===== src/rtl/xgmii_pkg.sv =====
// Purpose: shared XGMII control characters, receive FSM states and lane helpers.
// Latency: n/a (types, constants and pure functions only).
// Backpressure: n/a.
package xgmii_pkg;

    localparam logic [7:0] XGMII_IDLE  = 8'h07;
    localparam logic [7:0] XGMII_START = 8'hFB;
    localparam logic [7:0] XGMII_TERM  = 8'hFD;
    localparam logic [7:0] XGMII_ERROR = 8'hFE;

    typedef enum logic [1:0] {
        IDLE,
        DATA,
        TAIL
    } rx_state_t;

    // Lowest lane with its control flag set; 8 means the whole word is data.
    function automatic logic [3:0] first_ctrl_lane(input logic [7:0] c);
        logic [3:0] lane;
        lane = 4'd8;
        for (int i = 7; i >= 0; i--) begin
            if (c[i]) lane = 4'(i);
        end
        return lane;
    endfunction

    // Byte enables for the k-1 payload bytes that sit in lanes 1..k-1.
    function automatic logic [7:0] keep_below(input logic [3:0] k);
        logic [7:0] one_hot;
        one_hot = 8'd1 << (k - 4'd1);
        return one_hot - 8'd1;
    endfunction

endpackage


===== src/rtl/xgmii_lane_decode.sv =====
// Purpose: per-word XGMII lane decode: first control lane, terminate check, trailing error.
// Latency: purely combinational.
// Backpressure: none; evaluates every word.
module xgmii_lane_decode
    import xgmii_pkg::*;
(
    input  logic [63:0] d,
    input  logic [7:0]  c,
    input  logic        skip0,
    output logic [3:0]  k,
    output logic        is_term,
    output logic        err_any
);

    logic [7:0] c_eff;

    // Outside a frame lane 0 carries the start character, so it is excluded from k.
    always_comb begin
        c_eff    = c;
        c_eff[0] = c[0] & ~skip0;
        k        = first_ctrl_lane(c_eff);
        is_term  = 1'b0;
        err_any  = 1'b0;
        for (int i = 0; i < 8; i++) begin
            if (4'(i) == k && d[8*i +: 8] == XGMII_TERM) is_term = 1'b1;
            if (4'(i) > k && c[i] && d[8*i +: 8] == XGMII_ERROR) err_any = 1'b1;
        end
    end

endmodule


===== src/rtl/xgmii_to_axis.sv =====
// Purpose: XGMII RX framer, realigns lane-1 payload into 64-bit AXI-Stream beats.
// Latency: one cycle from the completing XGMII word to the registered beat.
// Backpressure: none; downstream must accept every beat (no tready).
module xgmii_to_axis #(
    parameter int CNT_W = 32
) (
    input  logic             clock,
    input  logic             reset,
    input  logic [63:0]      xgmii_d,
    input  logic [7:0]       xgmii_c,
    output logic [63:0]      maxis_tdata,
    output logic             maxis_tvalid,
    output logic [7:0]       maxis_tkeep,
    output logic             maxis_tlast,
    output logic             maxis_tuser,
    output logic [CNT_W-1:0] rx_frames,
    output logic [CNT_W-1:0] rx_errors
);
    import xgmii_pkg::*;

    rx_state_t   state;
    logic [55:0] carry;
    logic [55:0] tail_dat;
    logic [7:0]  tail_keep;
    logic        tail_user;
    logic        err_seen;

    logic        skip0;
    logic [3:0]  k;
    logic        is_term;
    logic        err_any;
    logic        is_start;
    logic        k_mid;
    logic        start_err;
    logic        end_err;
    logic        payload_fe;
    logic [7:0]  part_keep;
    logic [55:0] part_dat;
    logic        frame_inc;
    logic [1:0]  err_inc;

    xgmii_lane_decode u_dec (
        .d       (xgmii_d),
        .c       (xgmii_c),
        .skip0   (skip0),
        .k       (k),
        .is_term (is_term),
        .err_any (err_any)
    );

    // Word classification and the partial payload of lanes 1..k-1.
    always_comb begin
        skip0     = (state != DATA);
        is_start  = xgmii_c[0] && (xgmii_d[7:0] == XGMII_START);
        k_mid     = (k >= 4'd2) && (k <= 4'd7);
        part_keep = keep_below(k);
        part_dat  = '0;
        for (int i = 0; i < 7; i++) begin
            part_dat[8*i +: 8] = xgmii_d[8*i+8 +: 8] & {8{part_keep[i]}};
        end
        payload_fe = 1'b0;
        for (int i = 0; i < 8; i++) begin
            if (4'(i) < k && xgmii_d[8*i +: 8] == XGMII_ERROR) payload_fe = 1'b1;
        end
        start_err = !is_term || err_any;
        end_err   = start_err || err_seen || payload_fe;
    end

    // Counter increments, aligned with the cycle the tlast beat is registered.
    always_comb begin
        frame_inc = 1'b0;
        err_inc   = 2'd0;
        case (state)
            IDLE: begin
                if (is_start && k_mid) begin
                    frame_inc = 1'b1;
                    err_inc   = {1'b0, start_err};
                end
            end
            DATA: begin
                if (k <= 4'd1) begin
                    frame_inc = 1'b1;
                    err_inc   = {1'b0, end_err};
                end
            end
            TAIL: begin
                // A start+terminate word here is dropped and charged as an error.
                frame_inc = 1'b1;
                err_inc   = {1'b0, tail_user} + {1'b0, is_start && k_mid};
            end
            default: begin
                frame_inc = 1'b0;
            end
        endcase
    end

    // Receive FSM with registered AXI-Stream outputs.
    always_ff @(posedge clock) begin
        if (reset) begin
            state        <= IDLE;
            carry        <= '0;
            tail_dat     <= '0;
            tail_keep    <= '0;
            tail_user    <= 1'b0;
            err_seen     <= 1'b0;
            maxis_tvalid <= 1'b0;
            maxis_tdata  <= '0;
            maxis_tkeep  <= '0;
            maxis_tlast  <= 1'b0;
            maxis_tuser  <= 1'b0;
        end else begin
            maxis_tvalid <= 1'b0;
            maxis_tdata  <= '0;
            maxis_tkeep  <= '0;
            maxis_tlast  <= 1'b0;
            maxis_tuser  <= 1'b0;
            case (state)
                DATA: begin
                    maxis_tvalid <= 1'b1;
                    maxis_tdata  <= {xgmii_d[7:0], carry};
                    maxis_tkeep  <= 8'hFF;
                    if (k == 4'd8) begin
                        carry    <= xgmii_d[63:8];
                        err_seen <= err_seen | payload_fe;
                    end else if (k <= 4'd1) begin
                        maxis_tlast <= 1'b1;
                        maxis_tuser <= end_err;
                        state       <= IDLE;
                        if (k == 4'd0) begin
                            maxis_tdata <= {8'h00, carry};
                            maxis_tkeep <= 8'h7F;
                        end
                    end else begin
                        tail_dat  <= part_dat;
                        tail_keep <= part_keep;
                        tail_user <= end_err;
                        state     <= TAIL;
                    end
                end
                default: begin
                    // IDLE and TAIL look for a start the same way; TAIL also flushes the tail.
                    state <= IDLE;
                    if (state == TAIL) begin
                        maxis_tvalid <= 1'b1;
                        maxis_tdata  <= {8'h00, tail_dat};
                        maxis_tkeep  <= tail_keep;
                        maxis_tlast  <= 1'b1;
                        maxis_tuser  <= tail_user;
                    end
                    if (is_start) begin
                        err_seen <= 1'b0;
                        if (k == 4'd8) begin
                            carry <= xgmii_d[63:8];
                            state <= DATA;
                        end else if (k_mid && state == IDLE) begin
                            maxis_tvalid <= 1'b1;
                            maxis_tdata  <= {8'h00, part_dat};
                            maxis_tkeep  <= part_keep;
                            maxis_tlast  <= 1'b1;
                            maxis_tuser  <= start_err;
                        end
                    end
                end
            endcase
        end
    end

    // Frame and error statistics, wrapping at 2^CNT_W.
    always_ff @(posedge clock) begin
        if (reset) begin
            rx_frames <= '0;
            rx_errors <= '0;
        end else begin
            rx_frames <= rx_frames + CNT_W'(frame_inc);
            rx_errors <= rx_errors + CNT_W'(err_inc);
        end
    end

endmodule


===== config.mk =====
export PLATFORM = sky130hd
export DESIGN_NAME = xgmii_to_axis
export DESIGN_NICKNAME = d
export VERILOG_FILES = /design/src/rtl/xgmii_pkg.sv /design/src/rtl/xgmii_lane_decode.sv /design/src/rtl/xgmii_to_axis.sv
export SDC_FILE = /design/constraint.sdc
export NUM_CORES = 1
export LEC_CHECK = 0
export CORE_AREA = 4 4 113 222
export CTS_CLUSTER_DIAMETER = 60
export DETAILED_ROUTE_END_ITERATION = 7
export DIE_AREA = 0 0 117 226
export PLACE_DENSITY = 0.7
export REMOVE_ABC_BUFFERS = 1
export SETUP_SLACK_MARGIN = 0.3
export SLEW_MARGIN = 20
export SYNTH_ARGS = -nofsm -noshare
export SYNTH_HDL_FRONTEND = slang
export SYNTH_SLANG_ARGS = --single-unit

===== constraint.sdc =====
create_clock -name clock -period 5 [get_ports clock]
set_input_delay 0.75 -clock clock [delete_from_list [all_inputs] [get_ports clock]]
set_output_delay 0.75 -clock clock [all_outputs]
set_load 0.02 [all_outputs]

; ---- Word level (Yosys, flattened, before mapping)
; Index checks and enable logic that the tools add are counted.
[word_totals]
word_cells = 204
output_inout_bits = 139
ff_bits = 263
input_bits = 74
[classes]
addsub = 5
order_cmp = 19
eq_ne = 30
n_shift = 1
bitwise_logic = 12
n_mux = 79
reduce_logical = 45
[op_table]
columns = op, n
row1 = $mux 64, 7
row2 = $mux 56, 4
row3 = $eq 8x8->1 const B, 17
row4 = $mux 8, 8
row5 = $and 8x8->8, 7
row6 = $mux 1, 47
row7 = $logic_and 1x1->1, 36
row8 = $add 32x1->32, 1
row9 = $add 32x2->32, 1
row10 = $mux 4, 8
row11 = $eq 3x4->1 const A, 4
row12 = $gt 3x4->1 const A, 4
row13 = $lt 3x4->1 const A, 4
row14 = $eq 2x4->1 const A, 2
row15 = $gt 1x4->1 const A, 2
row16 = $gt 2x4->1 const A, 2
row17 = $lt 1x4->1 const A, 2
row18 = $lt 2x4->1 const A, 2
row19 = $shl 1x4->8 const A, 1
row20 = $sub 8x1->8 const B, 1
row21 = $mux 2, 3
row22 = $pmux 2 s3, 1
row23 = $eq 1x4->1 const A, 1
row24 = $eq 4x4->1 const B, 1
row25 = 20 further kinds, 25

; ---- Depth between registers and ports, before layout
; Gate-level depths: netlist of the first run.
[logic_depth]
depth_word = 25
mapped_depth = 19

; ---- By module
; A second synthesis of the first run with hierarchy kept.
[unflattened]
hier_cells = 1241
area_unflattened_um2 = 10964.3
[by_module_without_submodules]
columns = mod, area_each_um2, cells_each, n_inst
row1 = xgmii_to_axis, 10485.1, 1168, 1
row2 = xgmii_lane_decode, 479.2, 73, 1

; ---- Worst setup path after synthesis of the first run
; No wires, ideal clock.
[synth_timing]
path_type = input port to flip-flop
startpoint = input xgmii_c[2]
endpoint = register rx_errors[24]
t_arrival_ns = 4.491
path_buffers = 3
stages = 18
slack_ns = 0.382
cell_sequence = clkbuf_1 > or3_1 > nor4_4 > and3b_1 > buf_2 > buf_2 > ha_1 > nand2_1 > nand3_1 > ha_1 > inv_1 > fa_1 > nor4b_1 > nand3_1 > nor3_1 > nand2_1 > xor2_1 > nor2_1
[synth_between]
elab_chain_cells = 20
elab_cells_between_ends = 97
[synth_rtl]
columns = item, line
row1 = "start, declared", xgmii_to_axis.sv:10  ; input logic [7:0] xgmii_c,
row2 = $mux 4 (3 in series), xgmii_pkg.sv:22  ; if (c[i]) lane = 4'(i);
row3 = $gt 1x4->1 or $logic_not 4->1 (tied branches), "xgmii_lane_decode.sv:26, xgmii_lane_decode.sv:25"
row4 = "$logic_and 1x1->1, on equally long branches", "xgmii_lane_decode.sv:26, xgmii_lane_decode.sv:25"
row5 = $logic_and 1x1->1 or $mux 1 (tied branches), "xgmii_lane_decode.sv:26, xgmii_lane_decode.sv:25"
row6 = "$mux 1, on equally long branches (7 in series)", "xgmii_lane_decode.sv:26, xgmii_lane_decode.sv:25"
row7 = $mux 1 or $logic_not 1->1 (tied branches), "xgmii_lane_decode.sv:26, xgmii_to_axis.sv:65"
row8 = $logic_or 1x1->1, xgmii_to_axis.sv:65  ; start_err = !is_term || err_any;
row9 = $logic_or 1x1->1 (2 in series), xgmii_to_axis.sv:66  ; end_err = start_err || err_seen || payload_fe;
row10 = $mux 1, xgmii_to_axis.sv:81  ; if (k <= 4'd1) begin
row11 = $pmux 2 s3 (*), xgmii_to_axis.sv:73  ; case (state)
row12 = $add 32x2->32 (*), xgmii_to_axis.sv:175  ; rx_errors <= rx_errors + CNT_W'(err_inc);
row13 = "end signal, assigned", xgmii_to_axis.sv:175
row14 = "end, declared", xgmii_to_axis.sv:17  ; output logic [CNT_W-1:0] rx_errors
; Every way passes the cells marked *; elsewhere a longest branch is shown, timed or not.
; A chain may end at the register's enable or synchronous reset.

; ---- Worst setup path after layout of the first run
[layout_timing]
startpoint = input xgmii_c[0]
endpoint = register rx_errors[28]
[layout_between]
elab_chain_cells = 19
elab_cells_between_ends = 97
[layout_rtl]
columns = item, line
row1 = $and 1x1->1, xgmii_lane_decode.sv:20  ; c_eff[0] = c[0] & ~skip0;
row2 = $mux 4, xgmii_pkg.sv:22
row3 = $gt 1x4->1 or $logic_not 4->1 (tied branches), "xgmii_lane_decode.sv:26, xgmii_lane_decode.sv:25"
row4 = "$logic_and 1x1->1, on equally long branches", "xgmii_lane_decode.sv:26, xgmii_lane_decode.sv:25"
row5 = $logic_and 1x1->1 or $mux 1 (tied branches), "xgmii_lane_decode.sv:26, xgmii_lane_decode.sv:25"
row6 = "$mux 1, on equally long branches (7 in series)", "xgmii_lane_decode.sv:26, xgmii_lane_decode.sv:25"
row7 = $mux 1 or $logic_not 1->1 (tied branches), "xgmii_lane_decode.sv:26, xgmii_to_axis.sv:65"
row8 = $logic_or 1x1->1, xgmii_to_axis.sv:65
row9 = $logic_or 1x1->1 (2 in series), xgmii_to_axis.sv:66
row10 = $mux 1, xgmii_to_axis.sv:81
row11 = $pmux 2 s3 (*), xgmii_to_axis.sv:73
row12 = $add 32x2->32 (*), xgmii_to_axis.sv:175
; Marks and branches as above.

==> results of run 1 <==
[layout make-up]
| type | instances | area (µm²) |
|---|---|---|
| fillers | 2096 | 9590 |
| inverters | 9 | 33.8 |
| diodes | 1 | 2.50 |
| flip-flops and latches | 263 | 5270 |
| repair buffers | 260 | 2500 |
| well taps | 283 | 354 |
| multi-input cells | 833 | 4790 |
| clock inverters | 7 | 92.6 |
| clock buffers | 33 | 696 |
[state kept, by name (all words and copies together), names as in the netlist]
name	cells
carry	56
err_seen	1
maxis_tdata	64
maxis_tkeep	8
maxis_tlast	1
maxis_tuser	1
maxis_tvalid	1
rx_errors	32
rx_frames	32
state	2
tail_dat	56
tail_keep	8
tail_user	1
[tightest hold or removal path, cell delays in order (launching register included)]
cell and delay [ns]:
dfxtp_1 0.31, nand2_1 0.05, a21oi_1 0.05
[power breakdown]
part	internal, W	leakage, nW	switching (W)	total (W)
combinational	0.0000751	2.29	0.000106	0.000181
clock	0.00107	0.390	0.000776	0.00185
sequential	0.00209	2.12	0.0000000423	0.00209
[per-stage QoR]
stage	std cells	instance area, µm²	hold slack, ns	setup TNS (ns)	utilization [%]
6_report	1689	13700	0.452	0	58.9
2_1_floorplan	1105	10000	0.425	-17.25	-
4_1_cts	1688	13700	0.455	0	58.7
3_3_place_gp	1648	12900	0.437	-0.279	55.4
3_5_place_dp	1648	12900	0.445	-0.739	55.4
5_1_grt	1689	13700	0.471	0	58.9
[kinds of logic (layout without fill, tap and decap cells)]
| group | after synthesis | in the layout | share of synthesized area [%] |
|---|---|---|---|
| mux | 2 | 2 | 0.194 |
| other cells | 0 | 1 | 0 |
| xor+xnor | 58 | 58 | 4.92 |
| simple gates | 536 | 536 | 23.9 |
| flops | 263 | 263 | 51.0 |
| buf+inv | 85 | 309 | 3.30 |
| fa+ha+maj | 7 | 7 | 0.921 |
| compound gates | 230 | 230 | 15.8 |
[final timing paths]
path                     from             to  depth (start not counted)
hold / removal    tail_dat[9]    tail_dat[9]                          2
setup reg to reg     state[1]  rx_errors[28]                         17
hold reg to reg   tail_dat[9]    tail_dat[9]                          2
setup / recovery   xgmii_c[0]  rx_errors[28]                         18
[cell usage in the layout, fill, tap and decap left out, types with 4 or more instances in the layout]
cell type,netlist,final
clkbuf_16,0,25
nor3_1,25,24
or3_1,8,8
nand3b_1,10,10
xor2_1,41,41
and3_1,11,11
clkdlybuf4s50_1,0,211
nand2_1,191,191
inv_1,8,8
nor2b_1,16,13
nand4_1,16,16
a221oi_1,8,8
clkbuf_1,57,4
a21oi_1,104,104
a222oi_1,40,40
buf_4,1,47
a22o_1,40,40
nor4_1,13,11
o21ai_0,9,8
ha_1,6,6
nand2b_1,7,7
nor2_1,165,164
clkbuf_8,0,4
dfxtp_1,263,263
and4_1,4,4
and2_1,9,9
a211oi_1,7,7
nand3_1,41,41
xnor2_1,17,17
[per-layer routing]
| metal | up-vias | share of wire (%) | track usage [%] |
|---|---|---|---|
| met5 | - | 0 | 0 |
| met4 | 0 | 4.3 | 10.4 |
| li1 | 4555 | - | - |
| met1 | 4437 | 37 | 25.5 |
| met3 | 73 | 6.1 | 3.59 |
| met2 | 359 | 53 | 40.5 |
==> metrics.txt, run 1 <==
status=finished, final reports clean; largest net degree at the start of global routing=97; Ys Warns=0; max-slew violations=0; Clock Tree Root=clkbuf_16; IO Port Bufs=around 210; RSZ-0062 raised after global routing=no; # setup viols final=0; synthesized instance count=roughly 1200; later-pin clock latency in the skew report=0.52 ns; max-cap check violation count=0; RD Place Congestion=0.902; Slew HR=between 20% and 30%; drt wl/cell=18.1 µm; Max stage delay on crit path=just under 0.6 ns; WP buf/inv=3; # DRC=0; Final HPWL DP=around 22000 µm; Fmax=227 MHz; Yosys top cell by area=dfxtp_1; Seq cells post-synth=263; Final Cycle Share=between 80% and 90%; Post-synth EDFFs=0; Die Wd=approximately 120 µm; delay-heaviest family, CP=simple AND/OR/NAND/NOR gates; critical-path cell list=clkdlybuf4s50_1 -> and3b_1 -> nor2_2 -> and4b_1 -> or4_1 -> o41ai_4 -> nand3_1 -> nand3_1 -> ha_1 -> inv_1 -> fa_1 -> nor4b_1 -> buf_4 -> nand3_1 -> nor3_4 -> nand2_1 -> xor2_1 -> nor2_1; clk slew on worst S/H paths=about 0.060 ns; pre-CTS setup slack=-0.150 ns; Max rail drop VDD=just under 300 µV; Hold WC Path Type=flop to flop; PD cells=around 300 nW/µm²; final wirelength=30600 µm; Die Height=226 µm; num rows=79; mapped cell area=between 10000 and 15000 µm²; Post-synth ARST share=0%; CP endpoint kind=flop; Max clock buf depth=3; CTS tree=done; hold_buf cts=0; Worst R2R Setup Slack=~1 ns; Final #Nets=~1500; CP max-delay cell=clkdlybuf4s50_1; CTS Sinks=263; layout cell share with drive strength beyond 1=under 10%; vias in the first global route=9146; Startpoint Class=input pin; DRT Pass-1 Iters=8; Mean Syn Cell Area=around 9 µm²; distinct cell type count after synthesis=58; initial antenna violation count=1; first-pass GRT wire length=about 48000 µm; Critical Path RT=between 5 and 6 ns; Setup WS post-layout=just under 0.6 ns; via count=roughly 9400; Pleak=between 4 and 5 nW; Syn-to-layout area delta=33.0%; num ports=about 210; final hold violations=0; most used cell along the critical path=nand3_1; total power=slightly above 0.004 W; worst-path maximum fanout=5; Via density=about 5.6; core area=23300 µm²; fin crit period=about 4.4 ns; Post-CTS Repair Setup Buffers=0; slew at the pin closest to its max-slew limit=approximately 1.1 ns; Setup CP Type=input pin to flop; total grt overflow=0; CP arrival=approximately 4.8 ns; die area=roughly 26000 µm²; Setup Skew=between 0.007 and 0.008 ns; CTS Buf Count=24; Initial DRC Count=between 700 and 800; post-synth top area share=51.0%; most frequent cells after synthesis=263 x dfxtp_1, 191 x nand2_1, 165 x nor2_1; cts repair resizes=0; Starting Density=roughly 44%; most common cell in the netlist=dfxtp_1; GRT Resource Usage Total=22.5%; antenna-violating nets left=0; sequential fraction of the synthesis area=around 51%; H-tree levels=1; Area contributors post-synth=dfxtp_1 51%, nand2_1 6.9%, nor2_1 6.0%, a21oi_1 5.0%, a222oi_1 3.9%; Synth Flop Type=dfxtp_1
Note: power is estimated with default switching activity, not from simulation.
==> run 2, diff against run 1 <==
- SKIP_CTS_REPAIR_TIMING: not set -> 1
- SLEW_MARGIN: 20 -> 40
==> run 2 against run 1 <==
Against the previous run:
- power decreased by 1.2%
- register-to-register slack about the same
- worst setup slack worse by 0.0054 ns
- maximum frequency fell by 0.12%
- largest cell class unchanged
- highest routed layer unchanged
==> metrics.txt, run 2 (synthesis gave the netlist of run 1 again) <==
path depth of the worst reg2reg path=17 (unchanged); pre-CTS setup slack=-0.142 ns (+0.00745 ns); max FFs per register=64 (unchanged); most frequent cells in the layout=263 x dfxtp_1, 211 x clkdlybuf4s50_1, 191 x nand2_1; via count=9510 (+0.91%); Reg area=5270 µm² (unchanged); final hold violations=0 (unchanged); Slew HR=46.9% (+23 points); Setup CP Type=input pin to flop; PD cells=297 nW/µm² (-1.1%); Fmax=227 MHz (-0.12%); CP endpoint kind=flop; total power=0.00408 W (-1.2%); Max stage delay on crit path=0.58 ns (about the same); Starting Density=44.3% (unchanged); clk slew on worst S/H paths=0.07 ns (about the same); num ports=213 (unchanged); Critical Path RT=5.37 ns (about the same); total grt overflow=0 (unchanged); Initial DRC Count=706 (-4.6%); CP arrival=4.78 ns (about the same); Top Registers=maxis_tdata: 64 flops, carry: 56 flops, tail_dat: 56 flops; Hold WC Path Type=flop to flop; max-slew violations=0 (unchanged); number of fill cells=2083 (-0.62%); die area=26400 µm² (unchanged); RR Endpoint=rx_errors[24]; final wirelength=30800 µm (+0.69%); Max clock buf depth=3 (unchanged); most used cell along the critical path=nand3_1; commonest non-fill, non-tap cell in the layout=dfxtp_1; reg2reg start=state[1]; H-tree levels=1 (unchanged); later-pin clock latency in the skew report=0.52 ns (about the same); post-layout util=58.9% (about the same); Setup WS post-layout=0.589 ns (-0.00544 ns); Worst R2R Setup Slack=1.01 ns (about the same); core area=23300 µm² (unchanged); slew at the pin closest to its max-slew limit=0.797 ns (-0.345 ns); max-cap check violation count=0 (unchanged); GRT Resource Usage Total=22.6% (+0.075 points); vias in the first global route=9364 (+2.4%); largest net degree at the start of global routing=97 (unchanged); antenna-violating nets left=0 (unchanged); Setup Skew=0.0132 ns (+0.00528 ns); Final #Nets=1473 (+0.068%); Clock Tree Root=clkbuf_16; Startpoint Class=input pin; worst-path maximum fanout=5 (unchanged); CTS Sinks=263 (unchanged); # DRC=0 (unchanged); status=finished, final reports clean; Die Wd=117 µm (unchanged); fin crit period=4.41 ns (+0.00544 ns); CTS tree=done; setup tns final=0 ns (unchanged); DRT Pass-1 Iters=8 (unchanged); multi-input gate area in the final layout=4790 µm² (unchanged); drt wl/cell=18.2 µm (+0.63%); hold slack=0.455 ns (+0.00289 ns); Die Height=226 µm (unchanged); Final Cycle Share=88.2% (+0.11 points); RD Place Congestion=0.902 (unchanged); CTS Buf Count=23 (-4.2%); RSZ-0062 raised after global routing=no; Max rail drop VDD=325 µV (+9.1%); IO Port Bufs=212 (unchanged); CP max-delay cell=clkdlybuf4s50_1; # setup viols final=0 (unchanged); first-pass GRT wire length=48100 µm (+0.69%); worst setup path end=rx_errors[24]; Pleak=4.79 nW (about the same); critical-path cell list=clkdlybuf4s50_1 -> and3b_1 -> nor2_2 -> and4b_1 -> or4_1 -> o41ai_4 -> nand3_1 -> nand3_1 -> ha_1 -> inv_1 -> fa_1 -> nor4b_1 -> buf_4 -> nand3_1 -> nor3_4 -> nand2_1 -> xor2_1 -> nor2_1; Syn-to-layout area delta=33.0% (about the same); num rows=79 (unchanged); layout cell share with drive strength beyond 1=7.26% (unchanged); initial antenna violation count=2 (+1); Biggest register=maxis_tdata; Via density=5.63 (+0.85%); Final HPWL DP=21700 µm (+0.66%); Setup crit start=xgmii_c[0]
==> run 2: cell count changes in the layout (fill, tap and decap cells not counted) <==
cell	previous run	this run
clkbuf_16	25	23
inv_6	0	1
clkinv_4	2	0
buf_8	0	2
clkinv_2	3	2
clkbuf_8	4	6
diode_2	1	2
==> run 2: stage by stage <==
stage / area (µm²) / instances
3_5_place_dp: 12900 / 1649
3_3_place_gp: 12900 / 1648
2_1_floorplan: 10000 / 1105
6_report: 13700 / 1690
5_1_grt: 13700 / 1690
4_1_cts: 13700 / 1687
==> run 2: area by class of cell <==
class | count | share of cell area, %
Sequential cell | 263 | 38.3
Multi-Input combinational cell | 833 | 34.9
Timing Repair Buffer | 262 | 18.4
Clock buffer | 33 | 4.90
Tap cell | 283 | 2.58
Clock inverter | 5 | 0.574
Inverter | 9 | 0.246
Antenna cell | 2 | 0.0365
==> run 2: report_power, final <==
part	leakage, nW	total (W)	internal, W	switching [W]
Combinational	2.30	0.000182	0.0000762	0.000106
Clock	0.372	0.00180	0.00104	0.000764
Sequential	2.12	0.00209	0.00209	0.0000000444
==> run 2: worst min-delay path by stage <==
stage                 start  slack, ns      endpoint  cells after the start
2_1_floorplan  tail_dat[10]       0.43  tail_dat[10]                      2
3_3_place_gp   tail_dat[14]       0.44  tail_dat[14]                      2
6_report        tail_dat[9]       0.46   tail_dat[9]                      2
4_1_cts        tail_dat[12]       0.45  tail_dat[12]                      2
5_1_grt           carry[37]       0.47     carry[37]                      2
3_5_place_dp   tail_dat[12]       0.45  tail_dat[12]                      2
==> run 2: metal layers <==
metal,global-route usage [%],vias up,routed length (µm)
met5,0,-,0
met4,11.9,0,1490
met3,2.95,78,1580
met2,40.7,337,16200
met1,25.2,4539,11600
li1,-,4556,-
==> run 2: critical path, delay by kind of cell <==
family,cells,cell delay (ns)
adder cells (fa/ha/maj),2,0.58
AND/OR/NAND/NOR,11,2.07
XOR/XNOR,1,0.15
AO/OA/AOI/OAI,1,0.39
buffers and inverters,3,0.84
